[src/rtl/serial_adder.sv]
// rtl/serial_adder.sv - bit-serial adder/subtractor, one bit per clock, LSB first
//
// Ports:
//   clk       in   single clock, rising-edge
//   reset     in   synchronous active-high reset
//   start     in   begin a new operation (ignored while busy)
//   a, b      in   WIDTH-bit operands
//   cin       in   carry-in for addition (ignored when sub=1)
//   sub       in   0: a+b+cin, 1: a-b
//   busy      out  high while bits are being processed
//   done      out  one-cycle result-valid pulse
//   sum       out  WIDTH-bit registered result
//   cout      out  carry out of the MSB (for subtraction 1 = no borrow)
//   overflow  out  two's-complement overflow of the result

module serial_adder #(
    parameter int WIDTH = 16
) (
    input  logic             clk,
    input  logic             reset,
    input  logic             start,
    input  logic [WIDTH-1:0] a,
    input  logic [WIDTH-1:0] b,
    input  logic             cin,
    input  logic             sub,
    output logic             busy,
    output logic             done,
    output logic [WIDTH-1:0] sum,
    output logic             cout,
    output logic             overflow
);

    localparam int CNT_W = (WIDTH > 2) ? $clog2(WIDTH) : 1;
    localparam logic [CNT_W-1:0] LAST_BIT = CNT_W'(WIDTH - 1);

    typedef enum logic [1:0] {
        S_IDLE = 2'd0,
        S_RUN  = 2'd1,
        S_DONE = 2'd2
    } state_t;

    state_t             state_q, state_d;
    logic [WIDTH-1:0]   a_q, a_d;
    logic [WIDTH-1:0]   b_q, b_d;
    logic               carry_q, carry_d;
    logic [CNT_W-1:0]   cnt_q, cnt_d;
    // Holds the result bits produced so far; the final bit is merged in
    // directly when the result register is loaded, so only WIDTH-1 bits
    // ever need to be stored here.
    logic [WIDTH-2:0]   acc_q, acc_d;
    logic [WIDTH-1:0]   sum_q, sum_d;
    logic               cout_q, cout_d;
    logic               ovf_q, ovf_d;

    logic               fa_sum;
    logic               fa_carry;
    logic [WIDTH-1:0]   acc_shift;

    // Single full-adder cell working on the current LSBs of the operand shifters.
    always_comb begin
        fa_sum   = a_q[0] ^ b_q[0] ^ carry_q;
        fa_carry = (a_q[0] & b_q[0]) | (a_q[0] & carry_q) | (b_q[0] & carry_q);
        // New bit enters at the top; after WIDTH steps bit 0 sits at the LSB.
        acc_shift = {fa_sum, acc_q};
    end

    always_comb begin
        state_d = state_q;
        a_d     = a_q;
        b_d     = b_q;
        carry_d = carry_q;
        cnt_d   = cnt_q;
        acc_d   = acc_q;
        sum_d   = sum_q;
        cout_d  = cout_q;
        ovf_d   = ovf_q;

        case (state_q)
            S_IDLE, S_DONE: begin
                if (start) begin
                    // Subtraction is a + ~b + 1: invert b once here and seed the carry.
                    a_d     = a;
                    b_d     = sub ? ~b : b;
                    carry_d = sub ? 1'b1 : cin;
                    cnt_d   = '0;
                    state_d = S_RUN;
                end else if (state_q == S_DONE) begin
                    state_d = S_IDLE;
                end
            end
            S_RUN: begin
                a_d     = a_q >> 1;
                b_d     = b_q >> 1;
                carry_d = fa_carry;
                acc_d   = acc_shift[WIDTH-1:1];
                cnt_d   = cnt_q + 1'b1;
                if (cnt_q == LAST_BIT) begin
                    // carry_q is the carry into the MSB, fa_carry the carry out of it.
                    sum_d   = acc_shift;
                    cout_d  = fa_carry;
                    ovf_d   = carry_q ^ fa_carry;
                    cnt_d   = '0;
                    state_d = S_DONE;
                end
            end
            default: begin
                state_d = S_IDLE;
            end
        endcase
    end

    always_ff @(posedge clk) begin
        if (reset) begin
            state_q <= S_IDLE;
            a_q     <= '0;
            b_q     <= '0;
            carry_q <= 1'b0;
            cnt_q   <= '0;
            acc_q   <= '0;
            sum_q   <= '0;
            cout_q  <= 1'b0;
            ovf_q   <= 1'b0;
        end else begin
            state_q <= state_d;
            a_q     <= a_d;
            b_q     <= b_d;
            carry_q <= carry_d;
            cnt_q   <= cnt_d;
            acc_q   <= acc_d;
            sum_q   <= sum_d;
            cout_q  <= cout_d;
            ovf_q   <= ovf_d;
        end
    end

    assign busy     = (state_q == S_RUN);
    assign done     = (state_q == S_DONE);
    assign sum      = sum_q;
    assign cout     = cout_q;
    assign overflow = ovf_q;

endmodule

[config.mk]
export PLATFORM = sky130hd
export DESIGN_NAME = serial_adder
export DESIGN_NICKNAME = d
export VERILOG_FILES = /design/src/rtl/serial_adder.sv
export SDC_FILE = /design/constraint.sdc
export NUM_CORES = 1
export LEC_CHECK = 0
export ABC_AREA = 1
export CORE_MARGIN = 4
export CORE_UTILIZATION = 52
export DETAILED_ROUTE_END_ITERATION = 16
export PLACE_DENSITY = 0.8
export SYNTH_ARGS = -nofsm -noshare
export SYNTH_HDL_FRONTEND = slang
export SYNTH_SLANG_ARGS = --single-unit
[constraint.sdc]
create_clock -name clk -period 1.7 [get_ports clk]
set_clock_uncertainty 0.1 [all_clocks]
set_input_delay 0.255 -clock clk [delete_from_list [all_inputs] [get_ports clk]]
set_output_delay 0.255 -clock clk [all_outputs]
set_load 0.02 [all_outputs]
==> summary.md <==
| Metric | Value |
|---|---|
| Setup TNS | 0 ns |
| First-pass GRT wire length | 11200 um |
| CTS-repair resized insts | 3 |
| CP max FO | 2 |
| HPWL after DPL | 4380 um |
| Fin crit period | 1.65 ns |
| FF-to-FF Start | state_q[0]$_SDFFE_PP0P_ |
| Count leader, synth | nand2_1 |
| Stages on worst setup path | 1 |
| Vias | 2705 |
| R2r setup slk | 0.15 ns |
| Post-synth cell types | 22 |
| Area growth, synth to finish | 27.0% |
| CP Launch Type | register |
| Post-CTS Hold Fix Bufs | 0 |
| R2R depth | 7 |
| Pwr per Cell Area | 935 nW/um^2 |
| Hold_sp | acc_q[8]$_SDFFE_PP0P_ |
| Slew Limit Fails | 0 |
| Drt initial violations | 147 |
| Chip width | 84.5 um |
| CP endpoint | sum[14] |
| WHS | 0.365 ns |
| Multiplexer share of the synthesized area | 0% |
| Worst EP required | 1.34 ns |
| Most frequent cells after synthesis | 111 x nand2_1, 72 x dfxtp_1, 49 x nand3_1 |
| Post-synth top area share | 47.3% |
| CTS root buf | clkbuf_8 |
| Syn_nets | 455 |
| Seq cells post-synth | 72 |
| Worst VDD drop | 0.480 mV |
| Slew @ Worst Pin | 0.349 ns |
| RSZ-0062 raised after global routing | no |
| Drt drc | 0 |
| Sequential fraction of the synthesis area | 47.3% |
| CP max stage cell | clkdlybuf4s50_1 |
| GR Util met2 | 32.7% |
| Wire length per cell | 11.9 um |
| Via-per-instance ratio | 4.97 |
| Starting Density | 54.3% |
| Met1 Resource Use GR | 22.5% |
| Setup violators final | 0 |
| Layout net count | 507 |
| Max capacitance violation total | 0 |
| Largest net degree at the start of global routing | 48 |
| YS warnings | 0 |
| Total power | 3.62 mW |
| Port bufs | 56 |
| Avg Cell Area, Syn | 7.32 sq um |
| Area leader, netlist | dfxtp_1 |
| Critical path class | register to output pin |
| Ratio of final minimum period to clock period | 97.2% |
| CP Buf/Inv Count | 1 |
| Setup bufs post-CTS | 0 |
| Mapped Cells | 416 |
| Gr busiest metal | met2 |
| Fmax | 605 MHz |
| Die area | 7140 sq um |
| CTS H-Tree Depth | 3 |
| Reg-to-reg endpoint | cnt_q[3]$_SDFFE_PP0P_ |
| Ys flop type | dfxtp_1 |
| Status | complete, no violations |
| Tot GR Track Use | 19.2% |
| Initial antenna violation count | 0 |
| Slew headroom | 76.7% |
| Clock tree buffer depth | 2 |
| Core area | 5610 sq um |
| Number of fill cells | 476 |
| Post-Route WL | 6490 um |
| Synth top area cells | dfxtp_1 47%, nand2_1 14%, nand3_1 8.1% |
| Crit path from | sum[14]$_SDFFE_PP0P_ |
| Crit-path cells | clkdlybuf4s50_1 |
| Met3 usage | 4.32% |
| Synth Area in Compound Gates | 11.7% |
| Share of cells above drive strength 1 | 7.42% |
| Ys async rst share | 0% |
| Leak | 1.78 nW |
| IO Pins | 57 |
| Crit path max-delay family | buffers and inverters |
| Post-synthesis simple-gate area fraction | 26.3% |
| Adder-cell area share of the yosys netlist | 1.07% |
| EDFF count, synth | 0 |
| Remaining global-route overflow | 0 |
| Final Hold Violating Endpoints | 0 |
| CP max stage delay | 0.61 ns |
| Post-synthesis cell area | 3040 sq um |
| Num CTS Buffers | 9 |
| Post-Synth XOR/XNOR Area | 4.60% |
| Antenna viol nets, final | 0 |
| Worst Setup End Kind | output pin |
| Worst-skew pair later-pin latency | 0.34 ns |
| Clock Sinks | 72 |
| Number of global-route vias before repair | 2619 |
| Hold Crit Class | register to register |
| Final Util | 69.0% |
| Site Rows | 27 |
| Antenna fix cells | 0 |
| Routability Congestion | 0.759 |
| Drt pass-1 iters | 4 |
| Worst Path Arrival | 1.30 ns |
| Largest family of logic cells by synthesized area | simple AND/OR/NAND/NOR gates |
| Die Y | 84.5 um |
| Clock transition at path regs | 0.07 ns |
| TritonCTS clock tree | yes |
==> final cells by class <==
class | count | area, sq um | share of cell area (%)
Tap cell | 72 | 90.1 | 2.33
Timing Repair Buffer | 67 | 673 | 17.4
Clock inverter | 4 | 45.0 | 1.16
Multi-Input combinational cell | 280 | 1330 | 34.5
Inverter | 38 | 143 | 3.69
Sequential cell | 72 | 1440 | 37.3
Clock buffer | 11 | 141 | 3.66
==> stage by stage <==
| step | cell area, sq um | worst slack (ns) | instances |
|---|---|---|---|
| floorplan | 3040 | 0.314 | 416 |
| global placement | 3670 | 0.103 | 529 |
| detailed placement | 3670 | 0.0584 | 529 |
| CTS | 3860 | 0.00976 | 544 |
| global route | 3870 | 0.000284 | 544 |
| finish | 3870 | 0.0480 | 544 |
==> flip-flops by register name, summed over array words and instances, names as in the netlist <==
name      flops
overflow      1
acc_q        15
carry_q       1
sum          16
state_q       2
cnt_q         4
a_q          16
cout          1
b_q          16
==> metal layers <==
metal  wire (um)  share of wire [%]
met5           0                  0
met4         145                2.2
met3         310                4.8
met2        3110                 48
met1        2930                 45
==> cell usage in the layout (no fill, tap or decap), types with 8 or more instances in the layout <==
master           Yosys  routed
nand2_1            111     110
dfxtp_1             72      71
clkdlybuf4s50_1      0      51
nand3_1             49      49
inv_1               36      36
a21oi_1             36      36
o21ai_0             32      32
nor2_1              27      26
xor2_1              16      16
clkbuf_8             0      10
buf_4                5       8
==> power by group <==
group | internal, mW | switching [mW]
sequential | 1.78 | 0.0542
combinational | 0.220 | 0.267
clock | 0.703 | 0.591
total | 2.71 | 0.912
==> kinds of logic (layout without fill, tap and decap cells) <==
| logic type | Yosys count | after routing |
|---|---|---|
| adder cells (fa/ha/maj) | 2 | 2 |
| AND/OR/NAND/NOR | 192 | 192 |
| AO/OA/AOI/OAI | 70 | 70 |
| flip-flops | 72 | 72 |
| XOR/XNOR | 16 | 16 |
| buffers and inverters | 64 | 120 |
==> worst min-delay path by stage <==
| stage | to | slack, ns | cells past startpoint |
|---|---|---|---|
| after floorplan | a_q[15]$_SDFFE_PP0P_ | 0.30 | 2 |
| after global placement | a_q[15]$_SDFFE_PP0P_ | 0.35 | 2 |
| after CTS | acc_q[5]$_SDFFE_PP0P_ | 0.37 | 2 |
| after global routing | acc_q[9]$_SDFFE_PP0P_ | 0.38 | 2 |
| final | acc_q[8]$_SDFFE_PP0P_ | 0.37 | 2 |
| after detailed placement | acc_q[4]$_SDFFE_PP0P_ | 0.36 | 2 |
Power figures use the tool's default switching activity.
